--- src/rtl/hazard_unit.sv ---
// -----------------------------------------------------------------------------
// hazard_unit
//   Decode-stage hazard detection and forwarding selection for a MIPS-style
//   in-order pipeline. Each instruction in decode is classified by when it
//   needs its sources (Tuse) and when its result becomes available (Tnew).
//   A small scoreboard holds {dest, tnew} for the instructions already past
//   decode, so decode can either stall or pick the nearest forwarding stage.
//
// Parameters
//   STAGES : number of post-decode stages tracked (E=1, M=2, W=3, ...), 2..6
//   SELW   : forward-select width, at least clog2(STAGES+1)
//
// Ports
//   clk        : rising-edge clock
//   reset      : synchronous, active-high; clears scoreboard and counter
//   en         : pipeline advance enable; state is frozen while low
//   instr_d    : instruction currently in decode
//   stall      : hold F/D and inject a bubble into E (combinational)
//   fwd_rs_sel : rs source, 0 = register file, k = stage k
//   fwd_rt_sel : rt source, same encoding
//   stall_cnt  : count of advancing cycles spent stalled (wraps)
// -----------------------------------------------------------------------------
module hazard_unit #(
  parameter int STAGES = 3,
  parameter int SELW   = 3
) (
  input  logic            clk,
  input  logic            reset,
  input  logic            en,
  input  logic [31:0]     instr_d,
  output logic            stall,
  output logic [SELW-1:0] fwd_rs_sel,
  output logic [SELW-1:0] fwd_rt_sel,
  output logic [31:0]     stall_cnt
);

  // Tuse value meaning "source not read"
  localparam logic [1:0] TUSE_NONE = 2'd3;

  localparam logic [5:0] OP_RTYPE = 6'h00;
  localparam logic [5:0] OP_J     = 6'h02;
  localparam logic [5:0] OP_JAL   = 6'h03;
  localparam logic [5:0] OP_BEQ   = 6'h04;
  localparam logic [5:0] OP_BNE   = 6'h05;
  localparam logic [5:0] OP_ORI   = 6'h0D;
  localparam logic [5:0] OP_LUI   = 6'h0F;
  localparam logic [5:0] OP_LW    = 6'h23;
  localparam logic [5:0] OP_SW    = 6'h2B;
  localparam logic [5:0] FN_JR    = 6'h08;
  localparam logic [5:0] FN_ADDU  = 6'h21;
  localparam logic [5:0] FN_SUBU  = 6'h23;

  // Scoreboard: entry k is the instruction k stages past decode
  logic [4:0]  sb_dest_q [1:STAGES];
  logic [4:0]  sb_dest_d [1:STAGES];
  logic [1:0]  sb_tnew_q [1:STAGES];
  logic [1:0]  sb_tnew_d [1:STAGES];
  logic [31:0] stall_cnt_q;
  logic [31:0] stall_cnt_d;

  // Decode fields
  logic [5:0] op;
  logic [5:0] funct;
  logic [4:0] rs;
  logic [4:0] rt;
  logic [4:0] rd;
  logic [1:0] tuse_rs;
  logic [1:0] tuse_rt;
  logic [4:0] dest;
  logic [1:0] tnew;
  logic       unused_shamt;

  assign op           = instr_d[31:26];
  assign rs           = instr_d[25:21];
  assign rt           = instr_d[20:16];
  assign rd           = instr_d[15:11];
  assign funct        = instr_d[5:0];
  assign unused_shamt = ^instr_d[10:6];

  function automatic logic [1:0] sat_dec(input logic [1:0] t);
    return (t == 2'd0) ? 2'd0 : t - 2'd1;
  endfunction

  always_comb begin
    tuse_rs = TUSE_NONE;
    tuse_rt = TUSE_NONE;
    dest    = 5'd0;
    tnew    = 2'd0;
    unique case (op)
      OP_RTYPE: begin
        if (funct == FN_ADDU || funct == FN_SUBU) begin
          tuse_rs = 2'd1;
          tuse_rt = 2'd1;
          dest    = rd;
          tnew    = 2'd1;
        end else if (funct == FN_JR) begin
          tuse_rs = 2'd0;
        end
      end
      OP_ORI: begin
        tuse_rs = 2'd1;
        dest    = rt;
        tnew    = 2'd1;
      end
      OP_LUI: begin
        dest = rt;
        tnew = 2'd1;
      end
      OP_LW: begin
        tuse_rs = 2'd1;
        dest    = rt;
        tnew    = 2'd2;
      end
      OP_SW: begin
        tuse_rs = 2'd1;
        tuse_rt = 2'd2;
      end
      OP_BEQ, OP_BNE: begin
        tuse_rs = 2'd0;
        tuse_rt = 2'd0;
      end
      OP_JAL: begin
        dest = 5'd31;
        tnew = 2'd0;
      end
      OP_J: begin
        dest = 5'd0;
      end
      default: begin
        dest = 5'd0;
      end
    endcase
  end

  // Per-source nearest-match search. Index 0 = rs, 1 = rt.
  // Only scoreboard entries are searched, so an instruction that reads and
  // writes the same register never sees itself.
  logic [4:0]      src        [2];
  logic [1:0]      src_tuse   [2];
  logic            match_vld  [2];
  logic [SELW-1:0] match_k    [2];
  logic [1:0]      match_tnew [2];
  logic            src_stall  [2];
  logic [SELW-1:0] src_sel    [2];

  assign src[0]      = rs;
  assign src[1]      = rt;
  assign src_tuse[0] = tuse_rs;
  assign src_tuse[1] = tuse_rt;

  always_comb begin
    for (int s = 0; s < 2; s++) begin
      match_vld[s]  = 1'b0;
      match_k[s]    = '0;
      match_tnew[s] = 2'd0;
      // Walk oldest to youngest so the youngest (smallest k) match wins
      for (int k = STAGES; k >= 1; k--) begin
        if (src_tuse[s] != TUSE_NONE && src[s] != 5'd0 && sb_dest_q[k] == src[s]) begin
          match_vld[s]  = 1'b1;
          match_k[s]    = SELW'(k);
          match_tnew[s] = sb_tnew_q[k];
        end
      end
      src_stall[s] = match_vld[s] && (match_tnew[s] > src_tuse[s]);
      src_sel[s]   = (match_vld[s] && match_tnew[s] == 2'd0) ? match_k[s] : '0;
    end
  end

  assign stall      = src_stall[0] | src_stall[1];
  assign fwd_rs_sel = src_sel[0];
  assign fwd_rt_sel = src_sel[1];
  assign stall_cnt  = stall_cnt_q;

  // Next-state: shift the scoreboard one stage, aging tnew; a stall injects
  // a bubble into E instead of the held decode instruction.
  always_comb begin
    sb_dest_d   = sb_dest_q;
    sb_tnew_d   = sb_tnew_q;
    stall_cnt_d = stall_cnt_q;
    if (en) begin
      for (int k = STAGES; k >= 2; k--) begin
        sb_dest_d[k] = sb_dest_q[k-1];
        sb_tnew_d[k] = sat_dec(sb_tnew_q[k-1]);
      end
      sb_dest_d[1] = stall ? 5'd0 : dest;
      sb_tnew_d[1] = stall ? 2'd0 : tnew;
      if (stall) begin
        stall_cnt_d = stall_cnt_q + 32'd1;
      end
    end
  end

  always_ff @(posedge clk) begin
    if (reset) begin
      for (int k = 1; k <= STAGES; k++) begin
        sb_dest_q[k] <= 5'd0;
        sb_tnew_q[k] <= 2'd0;
      end
      stall_cnt_q <= 32'd0;
    end else begin
      for (int k = 1; k <= STAGES; k++) begin
        sb_dest_q[k] <= sb_dest_d[k];
        sb_tnew_q[k] <= sb_tnew_d[k];
      end
      stall_cnt_q <= stall_cnt_d;
    end
  end

endmodule

--- config.mk ---
export PLATFORM = sky130hd
export DESIGN_NAME = hazard_unit
export DESIGN_NICKNAME = d
export VERILOG_FILES = /design/src/rtl/hazard_unit.sv
export SDC_FILE = /design/constraint.sdc
export NUM_CORES = 1
export LEC_CHECK = 0
export CORE_ASPECT_RATIO = 0.6
export CORE_MARGIN = 2
export CORE_UTILIZATION = 45
export DETAILED_ROUTE_END_ITERATION = 8
export GPL_ROUTABILITY_DRIVEN = 1
export PLACE_DENSITY = 0.73
export SLEW_MARGIN = 20
export SYNTH_ARGS = -nofsm -noshare
export SYNTH_HDL_FRONTEND = slang
export SYNTH_SLANG_ARGS = --single-unit
--- constraint.sdc ---
create_clock -name clk -period 3.5 [get_ports clk]
set_input_delay 0.35 -clock clk [delete_from_list [all_inputs] [get_ports clk]]
set_output_delay 0.35 -clock clk [all_outputs]
set_load 0.005 [all_outputs]
# --- Yosys cells after proc, flatten, opt, wreduce, memory -nomap -nowiden ---
# Cells that the tools add are included.
word_totals:
  ff_bits: 53
  input_bits: 35
  out_inout_bits: 39
  wordCells: 89
op_classes:
  n_addsub: 3
  magnitude_cmp: 2
  eq_ne: 18
  muxes: 33
  n_bitwise: 1
  n_reduce_logical: 25
ops:
  columns: ["cell", "count"]
  rows:
  - ["32-bit by 1-bit adder with 32-bit output, second input constant", 1]
  - ["5-bit == test", 6]
  - ["2-bit 2-to-1 mux", 14]
  - ["6-bit == test, second input constant", 4]
  - ["6-bit by 4-bit == test with 1-bit output, second input constant", 3]
  - ["3-bit 2-to-1 mux", 6]
  - ["2-bit one-hot mux with 3 select lines", 3]
  - ["5-bit one-hot mux with 3 select lines", 1]
  - ["6-bit by 3-bit == test with 1-bit output, second input constant", 2]
  - ["1-bit logical AND", 12]
  - ["5-bit 2-to-1 mux", 2]
  - ["5-bit nonzero test", 2]
  - ["2-bit logical NOT", 4]
  - ["1-bit 2-to-1 mux", 7]
  - ["6-bit by 2-bit == test with 1-bit output, second input constant", 1]
  - ["6-bit logical NOT", 1]
  - ["3-bit OR reduction", 2]
  - ["2-bit > comparator", 2]
  - ["2-bit != test, second input constant", 2]
  - ["2-bit OR reduction", 2]
  - ["2-bit by 1-bit subtractor with 2-bit output, second input constant", 2]
  - ["2-bit AND reduction", 1]
  - ["1-bit logical OR", 1]
  - ["1-bit bitwise OR", 1]

# --- Depth between registers and ports, before layout ---
# Gate-level depths: netlist of the first run.
logic_depth:
  depth_word: 14
  ltp_mapped: 17

# --- Worst setup path before layout of the first run ---
# Ideal clock, no wire load.
synth_path:
  path_type: "input to register"
  start: "input port instr_d[16]"
  end: "register stall_cnt_q[7], in the netlist stall_cnt[7]"
  arrival_time_ns: 3.153
  required_time_ns: 3.429
  path_slack_ns: 0.276
  path_stages: 16
  path_buffers: 2
  path_cell_list: "clkbuf_1 > xor2_1 > nor3_1 > nand3_1 > nor2_1 > a22o_1 > mux2i_1 > or2_2 > ha_1 > nand2_1 > o21ai_0 > a311o_1 > o31a_4 > buf_6 > or4_1 > a21oi_1"
synth_between:
  elab_chain_cells: 10
  elab_cells_between_ends: 18
  classes_between: "order compare: 1; eq/ne: 3; mux: 6; bitwise: 1; reduce/logical: 7"
synth_rtl:
  columns: ["item", "line", "source"]
  rows:
  - ["start: declaration", "30", "input logic [31:0] instr_d,"]
  - ["5-bit nonzero test", "158", "if (src_tuse[s] != TUSE_NONE && src[s] != 5'd0 && sb_dest_q[k] == src[s]) begin"]
  - ["1-bit logical AND (2 in a row)", "158", null]
  - ["2-bit 2-to-1 mux (3 in a row)", "158", null]
  - ["2-bit > comparator", "164", "src_stall[s] = match_vld[s] && (match_tnew[s] > src_tuse[s]);"]
  - ["1-bit logical AND *", "164", null]
  - ["1-bit bitwise OR *", "169", "assign stall = src_stall[0] | src_stall[1];"]
  - ["2-bit AND reduction (no source line) *", null, null]
  - ["end signal: assignment", "205", "stall_cnt_q <= stall_cnt_d;"]
  - ["end: declaration", "58", "logic [31:0] stall_cnt_q;"]
# Mark *: on every way between the ends. The rest lies on a longest branch, timed or not.
# A chain may end at the register's enable or synchronous reset.

# --- Worst setup path in the final report of the first run ---
layout_path:
  start: "register sb_dest_q[8] (netlist name)"
  end: "register stall_cnt_q[15], in the netlist stall_cnt[15]"
layout_between:
  elab_chain_cells: 8
  elab_cells_between_ends: 18
  classes_between: "order compare: 2; eq/ne: 2; mux: 8; bitwise: 1; reduce/logical: 5"
layout_rtl:
  columns: ["item", "line", "source"]
  rows:
  - ["start: declaration", "54", "logic [4:0] sb_dest_q [1:STAGES];"]
  - ["start signal: indexed assignment", "202", "sb_dest_q[k] <= sb_dest_d[k];"]
  - ["5-bit == test", "158", null]
  - ["1-bit logical AND", "158", null]
  - ["2-bit 2-to-1 mux (2 in a row)", "158", null]
  - ["2-bit > comparator", "164", null]
  - ["1-bit logical AND", "164", null]
  - ["1-bit bitwise OR *", "169", null]
  - ["2-bit AND reduction (no source line) *", null, null]
# Marked as above.

==> impl_metrics.tcl, run 1 <==
set metrics [dict create \
    outcome "completed" \
    boundaryPins 74 \
    dp.cells 581 \
    synthArstFlopShare_pct 0 \
    wl_per_cell_um 16.6 \
    multiInputGateArea_sq_um 2210 \
    grtUsageTotal_pct 23.8 \
    hold_class "reg -> reg" \
    finalCritPeriodShare_pct 97.3 \
    grt_pass1_vias 3192 \
    timing.final.max_slew_violations 0 \
    num_rows 24 \
    synth_area_per_cell_sq_um 8.22 \
    num_vias 3480 \
    ant_nets 0 \
    clock_sinks 53 \
    fin_area_sq_um 4640 \
    syn_to_final_growth_pct 41.0 \
    antenna_cells 0 \
    criticalPathCategory "reg -> reg" \
    netlist_area_sq_um 3290 \
    clock_skew_ns 0.00702 \
    relSlewSlack_pct 35.6 \
    gp_congestion 0.876 \
    grt_setup_unrepaired "true" \
    worst-endpoint-required_ns 3.72 \
    layout-drive-gt1-share_pct 18.6 \
    synth_edf_count 0 \
    power_mw 1.26 \
    cpPeakStageDelay_ns 0.51 \
    synthFlopType "dfxtp_1" \
    final_hold_viol_count 0 \
    synth_cells 401 \
    fillers 619 \
    dp_hpwl_mm 7.01 \
    fin_crit_ns 3.41 \
    cp.arrival_ns 3.62 \
    antenna_found_initial 0 \
    drv_cap 0 \
    path_cells "xor2_1 -> nor2_1 -> and4_1 -> buf_4 -> buf_4 -> a22o_1 -> mux2i_1 -> or2_2 -> ha_1 -> nand2_1 -> o21ai_2 -> a311o_1 -> o31a_4 -> buf_12 -> or4_1 -> a21oi_1" \
    fmaxAchievable_mhz 294 \
    start_util_pct 45.9 \
    numCtsBuffers 5 \
    ys_types 52 \
    instances_no_fill 592 \
    cts_root_buf "clkbuf_16" \
    seqCellArea_sq_um 1070 \
    cp-start-kind "flip-flop" \
    fin_nets 540 \
    cp_max_fo 26 \
    tightest_slew_ns 0.963 \
    ys_seq_elements 53 \
    power-per-cell-area_nw_per_um2 272 \
    grt_start_max_net_pins 54 \
    overflow 0 \
    die_h_um 70.3 \
    cts_buffer_depth 2 \
    ir_worst_vdd_uv 229 \
    worst_setup_path_end_kind "flip-flop" \
    port_buffers 66 \
    dr.first_iter.drc_count 178 \
    slowest_stage "or4_1" \
    synth-seq-area-share_pct 32.2 \
    grt_pass1_wl_mm 15.4 \
    cp_common_cell "buf_4" \
    dieArea_sq_um 8040 \
    routed_wirelength_mm 9.82 \
    core_area_sq_um 7180 \
    clk_pin_slew_worst_paths_ns 0.07 \
    drc_errors 0 \
    die_w_um 114 \
    tns_ns 0 \
    postPlaceCellArea_sq_um 4320 \
    setup_viol 0 \
    yosys_warnings 0 \
    dr.pass1.iters 4 \
    clk_latency_ns 0.29 \
    p_leak_nw 1.72 \
    cts_tree "built" \
    vias_per_cell 5.88 \
    cts-htree-levels 2 \
]
==> Yosys cell counts (6+ instances only) <==
| library cell | count | area [sq um] |
|---|---|---|
| dfxtp_1 | 53 | 1060 |
| a21oi_1 | 42 | 210 |
| or4_1 | 30 | 225 |
| nor2_1 | 29 | 109 |
| o31ai_1 | 27 | 203 |
| nand3_1 | 25 | 125 |
| nand2_1 | 24 | 90.1 |
| clkbuf_1 | 19 | 71.3 |
| xor2_1 | 17 | 149 |
| nand4_1 | 14 | 87.6 |
| xnor2_1 | 13 | 114 |
| mux2i_1 | 12 | 120 |
| nor3_1 | 11 | 55.1 |
| o21ai_0 | 9 | 45.0 |
| inv_1 | 7 | 26.3 |
| a32oi_1 | 6 | 52.6 |
==> layout by cell type (no fill, tap or decap), drive strengths merged, types with 8 or more instances in the layout <==
master         count
dlymetal6s2s       8
xnor2             13
o31ai             27
mux2i             12
a21oi             42
clkbuf             9
clkdlybuf4s50     52
nand4             14
xor2              17
o21ai             10
nor2              29
nand3             25
dfxtp             53
nand2             25
nor3              11
buf               49
or4               30
==> state kept, by name, summed over array words and instances, names as in the netlist <==
name and flops:
sb_dest_q 15, stall_cnt 32, sb_tnew_q 6
==> metal layers <==
layer / part of all wire, % / wire length [um] / GRT usage (%) / up-vias
met5: 0 / 0 / 0 / -
met4: 0.91 / 89 / 5.01 / 0
met3: 4.8 / 476 / 4.17 / 10
met2: 44 / 4340 / 36.6 / 87
met1: 50 / 4910 / 34.9 / 1666
li1: - / - / - / 1717
==> cells by family (layout without fill, tap and decap cells) <==
family / Yosys count / after routing / synth area share, %
AOI/OAI and AO/OA: 104 / 104 / 21.3
xor gates and xnor gates: 30 / 30 / 7.98
adders and majority gates: 5 / 5 / 1.90
buffers and inverters: 32 / 131 / 4.37
DFF: 53 / 53 / 32.2
muxes: 12 / 12 / 3.65
other: 1 / 2 / 0.114
and+or+nand+nor: 164 / 164 / 28.5
==> timing repair <==
item	4_1_cts	5_1_grt
hold endpoints to repair	0	0
setup buffers	0	2
resized for setup	9	36
hold buffers	0	0
cloned	0	1
pin swaps	3	23
setup endpoints to repair	32	33
==> path summary, 6_finish.rpt <==
path,start,endpoint,slack (ns),cells past startpoint
setup reg to reg,sb_dest_q[8]$_SDFFE_PP0P_,stall_cnt[15]$_SDFFE_PP0P_,0.09,16
hold reg to reg,stall_cnt[22]$_SDFFE_PP0P_,stall_cnt[22]$_SDFFE_PP0P_,0.50,2
setup / recovery,sb_dest_q[8]$_SDFFE_PP0P_,stall_cnt[15]$_SDFFE_PP0P_,0.09,16
hold / removal,stall_cnt[22]$_SDFFE_PP0P_,stall_cnt[22]$_SDFFE_PP0P_,0.50,2
==> stage by stage <==
step | worst slack (ns) | hold WS, ns | utilization [%]
floorplan | 0.276 | 0.458 | -
global placement | -0.343 | 0.461 | 60.2
detailed placement | -0.430 | 0.480 | 60.2
CTS | 0.00160 | 0.491 | 62.6
global route | -0.0558 | 0.521 | 64.7
finish | 0.0946 | 0.497 | 64.7
==> final cells by class <==
type / instances / area share, %
Multi-Input combinational cell: 317 / 47.5
Clock inverter: 1 / 0.108
Timing Repair Buffer: 116 / 23.1
Clock buffer: 7 / 3.29
Inverter: 7 / 0.566
Tap cell: 91 / 2.45
Sequential cell: 53 / 23.0
==> critical path: cells and delay by family, from the launching register on <==
family                   cells  cell delay [ns]
multiplexers                 1             0.07
adder cells (fa/ha/maj)      1             0.27
XOR/XNOR                     1             0.16
flip-flops                   1             0.37
buffers and inverters        3             0.39
AND/OR/NAND/NOR              5             1.26
AO/OA/AOI/OAI                5             0.81
==> where the power goes <==
group	internal, mW	switching, mW
logic	0.0683	0.0692
clock network	0.303	0.220
registers	0.602	0.000527
total	0.974	0.290
No activity file was read; power rests on OpenSTA's default activity.
==> run 2, diff against run 1 <==
--- a/config.mk
+++ b/config.mk
@@ -9,7 +9,7 @@
 export CORE_MARGIN = 2
 export CORE_UTILIZATION = 45
 export DETAILED_ROUTE_END_ITERATION = 8
-export GPL_ROUTABILITY_DRIVEN = 1
+export GPL_ROUTABILITY_DRIVEN = 0
 export PLACE_DENSITY = 0.73
 export SLEW_MARGIN = 20
 export SYNTH_ARGS = -nofsm -noshare
==> constraint.sdc (replaced) <==
create_clock -name clk -period 3.9 [get_ports clk]
set_input_delay 0.39 -clock clk [delete_from_list [all_inputs] [get_ports clk]]
set_output_delay 0.39 -clock clk [all_outputs]
set_load 0.005 [all_outputs]
==> impl_metrics.tcl, run 2 (synthesis gave the netlist of run 1 again) <==
set metrics [dict create \
    cpLargestDelayFamily "buffers and inverters" \
    grt_start_max_net_pins 66 \
    cts_root_buf "clkbuf_16" \
    grt.met1_usage_pct 33.8 \
    reg2reg_depth 16 \
    reg2reg_to "stall_cnt[29]$_SDFFE_PP0P_" \
    startpoint "instr_d[22]" \
    timing.final.max_slew_violations 0 \
    cts_buffer_depth 2 \
    die_h_um 70.3 \
    use_met2_pct 29.1 \
    overflow 0 \
    die_w_um 114 \
    tns_ns 0 \
    relSlewSlack_pct 39.3 \
    dp_hpwl_mm 6.44 \
    drv_cap 0 \
    final_hold_viol_count 0 \
    num_vias 3370 \
    layout-drive-gt1-share_pct 11.1 \
    cp.depth 15 \
    grtUsageTotal_pct 21.3 \
    fmaxAchievable_mhz 261 \
    clock_skew_ns 0.00926 \
    antenna_found_initial 0 \
    numCtsBuffers 5 \
    boundaryPins 74 \
    fin_nets 518 \
    criticalPathCategory "in -> out" \
    crit_end "stall" \
    grt_pass1_vias 2809 \
    fillers 625 \
    grt.met3_usage_pct 4.43 \
    path_cells "clkdlybuf4s50_1 -> xnor2_1 -> nand3_1 -> nor3_2 -> buf_4 -> buf_4 -> a22o_1 -> nand2_1 -> a21o_2 -> ha_1 -> nand2_1 -> o21ai_0 -> o31a_4 -> inv_1 -> clkdlybuf4s50_1" \
    power-per-cell-area_nw_per_um2 249 \
    busiest_layer "met1" \
    drc_errors 0 \
    finalCritPeriodShare_pct 98.1 \
    dr.pass1.iters 5 \
    syn_to_final_growth_pct 32.5 \
    final_common_cell "clkdlybuf4s50_1" \
    num_rows 24 \
    setup_viol 0 \
    final_cell_mix "clkdlybuf4s50_1 (59), dfxtp_1 (53), a21oi_1 (42), or4_1 (30), nor2_1 (29)" \
    wl_per_cell_um 15.4 \
    cp_max_fo 4 \
    vias_per_cell 5.91 \
    dr.first_iter.drc_count 194 \
    cpPeakStageDelay_ns 0.59 \
    hold_class "reg -> reg" \
    r2r_slack_ns 0.48 \
    core_area_sq_um 7180 \
    timing.hold.ws_ns 0.495 \
    grt_pass1_wl_mm 13.8 \
    largest_register_ffs 32 \
    cp.arrival_ns 3.44 \
    postCtsHoldBufs 0 \
    start_util_pct 45.9 \
    clock_sinks 53 \
    routed_wirelength_mm 8.80 \
    cp-start-kind "primary input" \
    clk_pin_slew_worst_paths_ns 0.07 \
    outcome "completed" \
    fin_crit_ns 3.83 \
    slowest_stage "clkdlybuf4s50_1" \
    clk_latency_ns 0.30 \
    r2r-start "sb_dest_q[8]$_SDFFE_PP0P_" \
    dieArea_sq_um 8040 \
    tightest_slew_ns 0.908 \
    cts_tree "built" \
    antenna_cells 0 \
    ant_nets 0 \
    cp_num_buf_inv 5 \
    cts-htree-levels 2 \
    ir_worst_vdd_uv 193 \
    port_buffers 66 \
    worst_setup_path_end_kind "primary output" \
    worst-endpoint-required_ns 3.51 \
    p_leak_nw 1.54 \
]
## run 2: cell count changes in the layout (fill, tap and decap cells not counted), moves of 2 or more
cell / change
xnor2_1: -2
clkdlybuf4s50_1: +7
a21oi_1: +7
a21oi_2: -7
dlymetal6s2s_1: -5
dfxtp_1: +2
or4_4: -5
clkbuf_8: -2
or4_1: +5
xnor2_2: +2
o21ai_0: +2
buf_4: -21
## run 2: area by class of cell
type	instances	area, sq um	share of cell area, %
Clock buffer	6	129	2.95
Sequential cell	53	1060	24.3
Multi-Input combinational cell	317	2140	49.0
Inverter	7	26.3	0.602
Timing Repair Buffer	94	886	20.3
Tap cell	91	114	2.61
Clock inverter	2	10.0	0.229
## run 2: stage by stage
stage	util, %	instance area, sq um	std cells	power [mW]	setup slack (ns)
global placement	57.9	4160	559	0.663	-0.0417
global route	60.8	4370	570	1.13	-0.0177
detailed placement	57.9	4160	559	0.665	-0.0693
finish	60.8	4370	570	1.09	0.0740
CTS	60.0	4310	568	1.09	0.0324
floorplan	-	3300	402	0.601	0.636
## run 2: worst min-delay path by stage
stage                                           from                    endpoint  slack [ns]  cells past startpoint
after CTS                 stall_cnt[31]$_SDFFE_PP0P_  stall_cnt[31]$_SDFFE_PP0P_        0.50                      2
final                     stall_cnt[31]$_SDFFE_PP0P_  stall_cnt[31]$_SDFFE_PP0P_        0.50                      2
after global placement    stall_cnt[31]$_SDFFE_PP0P_  stall_cnt[31]$_SDFFE_PP0P_        0.46                      2
after floorplan            sb_tnew_q[0]$_SDFFE_PP0P_   sb_tnew_q[0]$_SDFFE_PP0P_        0.46                      2
after global routing       stall_cnt[8]$_SDFFE_PP0P_   stall_cnt[8]$_SDFFE_PP0P_        0.52                      2
after detailed placement   stall_cnt[8]$_SDFFE_PP0P_   stall_cnt[8]$_SDFFE_PP0P_        0.49                      2
## run 2: routing by layer
layer / up-vias / share of wire [%]
met3: 4 / 5.3
met2: 95 / 41
met4: 0 / 0.55
met1: 1592 / 53
li1: 1679 / -
met5: - / 0
## run 2: worst min-delay path: stages (launching register included)
cell and delay [ns]:
dfxtp_1 0.32, o31ai_1 0.07, a21oi_1 0.06
## run 2: where the power goes
part | total [mW] | switching, mW | internal, mW
clock | 0.432 | 0.196 | 0.236
sequential | 0.542 | 0.000430 | 0.541
combinational | 0.115 | 0.0581 | 0.0565
total | 1.09 | 0.254 | 0.834
## run 2: timing repair
item / in CTS / in global routing
gates resized for setup: 6 / 9
setup buffers: 1 / 2
endpoints found under the setup margin: 1 / 1
pin swaps: 2 / 4
==> run 3, diff against run 2 <==
--- a/config.mk
+++ b/config.mk
@@ -10,8 +10,11 @@
 export CORE_UTILIZATION = 45
 export DETAILED_ROUTE_END_ITERATION = 8
 export GPL_ROUTABILITY_DRIVEN = 0
+export GPL_TIMING_DRIVEN = 0
+export MAX_ROUTING_LAYER = met4
 export PLACE_DENSITY = 0.73
 export SLEW_MARGIN = 20
 export SYNTH_ARGS = -nofsm -noshare
 export SYNTH_HDL_FRONTEND = slang
 export SYNTH_SLANG_ARGS = --single-unit
+export TNS_END_PERCENT = 1
==> impl_metrics.tcl, run 3 (synthesis gave the netlist of run 1 again) <==
set metrics [dict create \
    num_rows 24 \
    criticalPathCategory "reg -> out" \
    grtUsageTotal_pct 26.3 \
    fin_crit_ns 3.72 \
    fillers 640 \
    hold_class "reg -> reg" \
    ant_nets 0 \
    clock_sinks 53 \
    sw_frac_of_total_pct 23.7 \
    boundaryPins 74 \
    power-per-cell-area_nw_per_um2 251 \
    antenna_cells 0 \
    core_area_sq_um 7180 \
    ir_worst_vdd_uv 232 \
    clk_latency_ns 0.29 \
    final_common_cell "dfxtp_1" \
    seqCellArea_sq_um 1060 \
    num_vias 3522 \
    worst_setup_path_end_kind "primary output" \
    fmaxAchievable_mhz 269 \
    grt_pass1_vias 3241 \
    start_util_pct 45.9 \
    timing.final.max_slew_violations 0 \
    fin_area_sq_um 4300 \
    power_frac_comb_pct 9.8 \
    vias_per_cell 6.19 \
    die_w_um 114 \
    cts-htree-levels 2 \
    largest_register_ffs 32 \
    routed_wirelength_mm 10.1 \
    cp.arrival_ns 3.33 \
    grt_pass1_wl_mm 16.5 \
    final_cell_mix "dfxtp_1 (51), clkdlybuf4s50_1 (43), a21oi_1 (42), or4_1 (30), nor2_1 (28)" \
    tns_ns 0 \
    finalCritPeriodShare_pct 95.4 \
    drv_cap 0 \
    grt_setup_unrepaired "false" \
    clk_pin_slew_worst_paths_ns 0.07 \
    antenna_found_initial 0 \
    setup_viol 0 \
    numCtsBuffers 5 \
    cts_root_buf "clkbuf_16" \
    clock_power_share_pct 40.0 \
    syn_to_final_growth_pct 30.5 \
    overflow 0 \
    clock_skew_ns 0.00787 \
    fin_nets 517 \
    p_sw_mw 0.256 \
    drc_errors 0 \
    cp_max_fo 10 \
    worst-endpoint-required_ns 3.51 \
    final_hold_viol_count 0 \
    port_buffers 64 \
    relSlewSlack_pct 38.9 \
    postPlaceCellArea_sq_um 4050 \
    cp-start-kind "flip-flop" \
    tightest_slew_ns 0.914 \
    dp_hpwl_mm 7.49 \
    grt_start_max_net_pins 15 \
    dr.first_iter.drc_count 353 \
    p_int_mw 0.824 \
    multiInputGateArea_sq_um 2190 \
    cts_tree "built" \
    p_leak_nw 1.47 \
    dr.pass1.iters 5 \
    wl_per_cell_um 17.7 \
    outcome "completed" \
    cts_buffer_depth 2 \
    dieArea_sq_um 8040 \
    die_h_um 70.3 \
    layout-drive-gt1-share_pct 9.41 \
    seq_power_share_pct 50.2 \
]
## run 3: cell types whose count changed in the layout (fill, tap and decap cells not counted), sizes merged
cell	before	now
dlygate4sd2	4	19
dlymetal6s2s	3	0
clkdlybuf4s15	0	1
clkbuf	6	28
clkinv	2	0
clkdlybuf4s50	59	43
buf	28	10
## run 3: power groups by stage
stage,combinational [mW],clock [mW],sequential (mW)
2_1_floorplan,0.0473,0,0.554
3_3_place_gp,0.0996,0,0.554
3_5_place_dp,0.102,0,0.554
4_1_cts,0.103,0.434,0.542
5_1_grt,0.114,0.466,0.541
6_report,0.106,0.432,0.542
## run 3: what timing repair did
| item | CTS | global route |
|---|---|---|
| setup endpoints to repair | 19 | 1 |
| pin swaps | 14 | 0 |
| resized for setup | 49 | 1 |
| hold buffers | 0 | 0 |
| setup buffers | 4 | 0 |
## run 3: area by class of cell
class	count	area share [%]
inverters	7	0.611
multi-input cells	317	50.9
flip-flops and latches	53	24.7
repair buffers	68	15.0
plain buffers	25	3.00
well taps	91	2.65
clock buffers	8	3.17
## run 3: per-stage QoR
step           setup WS (ns)  instances  util, %  hold WS [ns]  total power, mW
2_1_floorplan          0.636        402        -         0.458            0.601
3_3_place_gp          -0.642        557     56.5         0.474            0.654
3_5_place_dp          -0.696        557     56.5         0.480            0.656
4_1_cts                0.216        569     59.8         0.492             1.08
5_1_grt            0.0000586        569     59.9         0.524             1.12
6_report               0.179        569     59.9         0.491             1.08
## run 3: worst max-delay path: stages (launching register included)
cell and delay (ns):
dfxtp_1 0.44, xor2_1 0.17, nor2_1 0.07, and4_2 0.27, nor2_2 0.13, a22o_1 0.16, mux2i_1 0.07, or2_2 0.28
ha_1 0.27, nand2_1 0.06, o21ai_0 0.09, a311o_1 0.31, o31a_4 0.13, buf_6 0.15, clkbuf_8 0.16, inv_1 0.05
dlygate4sd2_1 0.22
## run 3: worst paths after layout
check / from / endpoint / slack (ns) / cells after the start
worst min-delay path: sb_tnew_q[0]$_SDFFE_PP0P_ / sb_tnew_q[0]$_SDFFE_PP0P_ / 0.49 / 2
worst max register to register: sb_dest_q[8]$_SDFFE_PP0P_ / stall_cnt[14]$_SDFFE_PP0P_ / 0.33 / 16
worst max-delay path: sb_dest_q[8]$_SDFFE_PP0P_ / stall / 0.18 / 16
worst min register to register: sb_tnew_q[0]$_SDFFE_PP0P_ / sb_tnew_q[0]$_SDFFE_PP0P_ / 0.49 / 2
## run 3: metal layers
metal | vias to the layer above | wire (um) | GRT usage, %
met4 | 0 | 65 | 4.61
li1 | 1677 | - | -
met3 | 8 | 825 | 5.38
met5 | - | 0 | -
met1 | 1672 | 4930 | 40.2
met2 | 165 | 4250 | 35.8
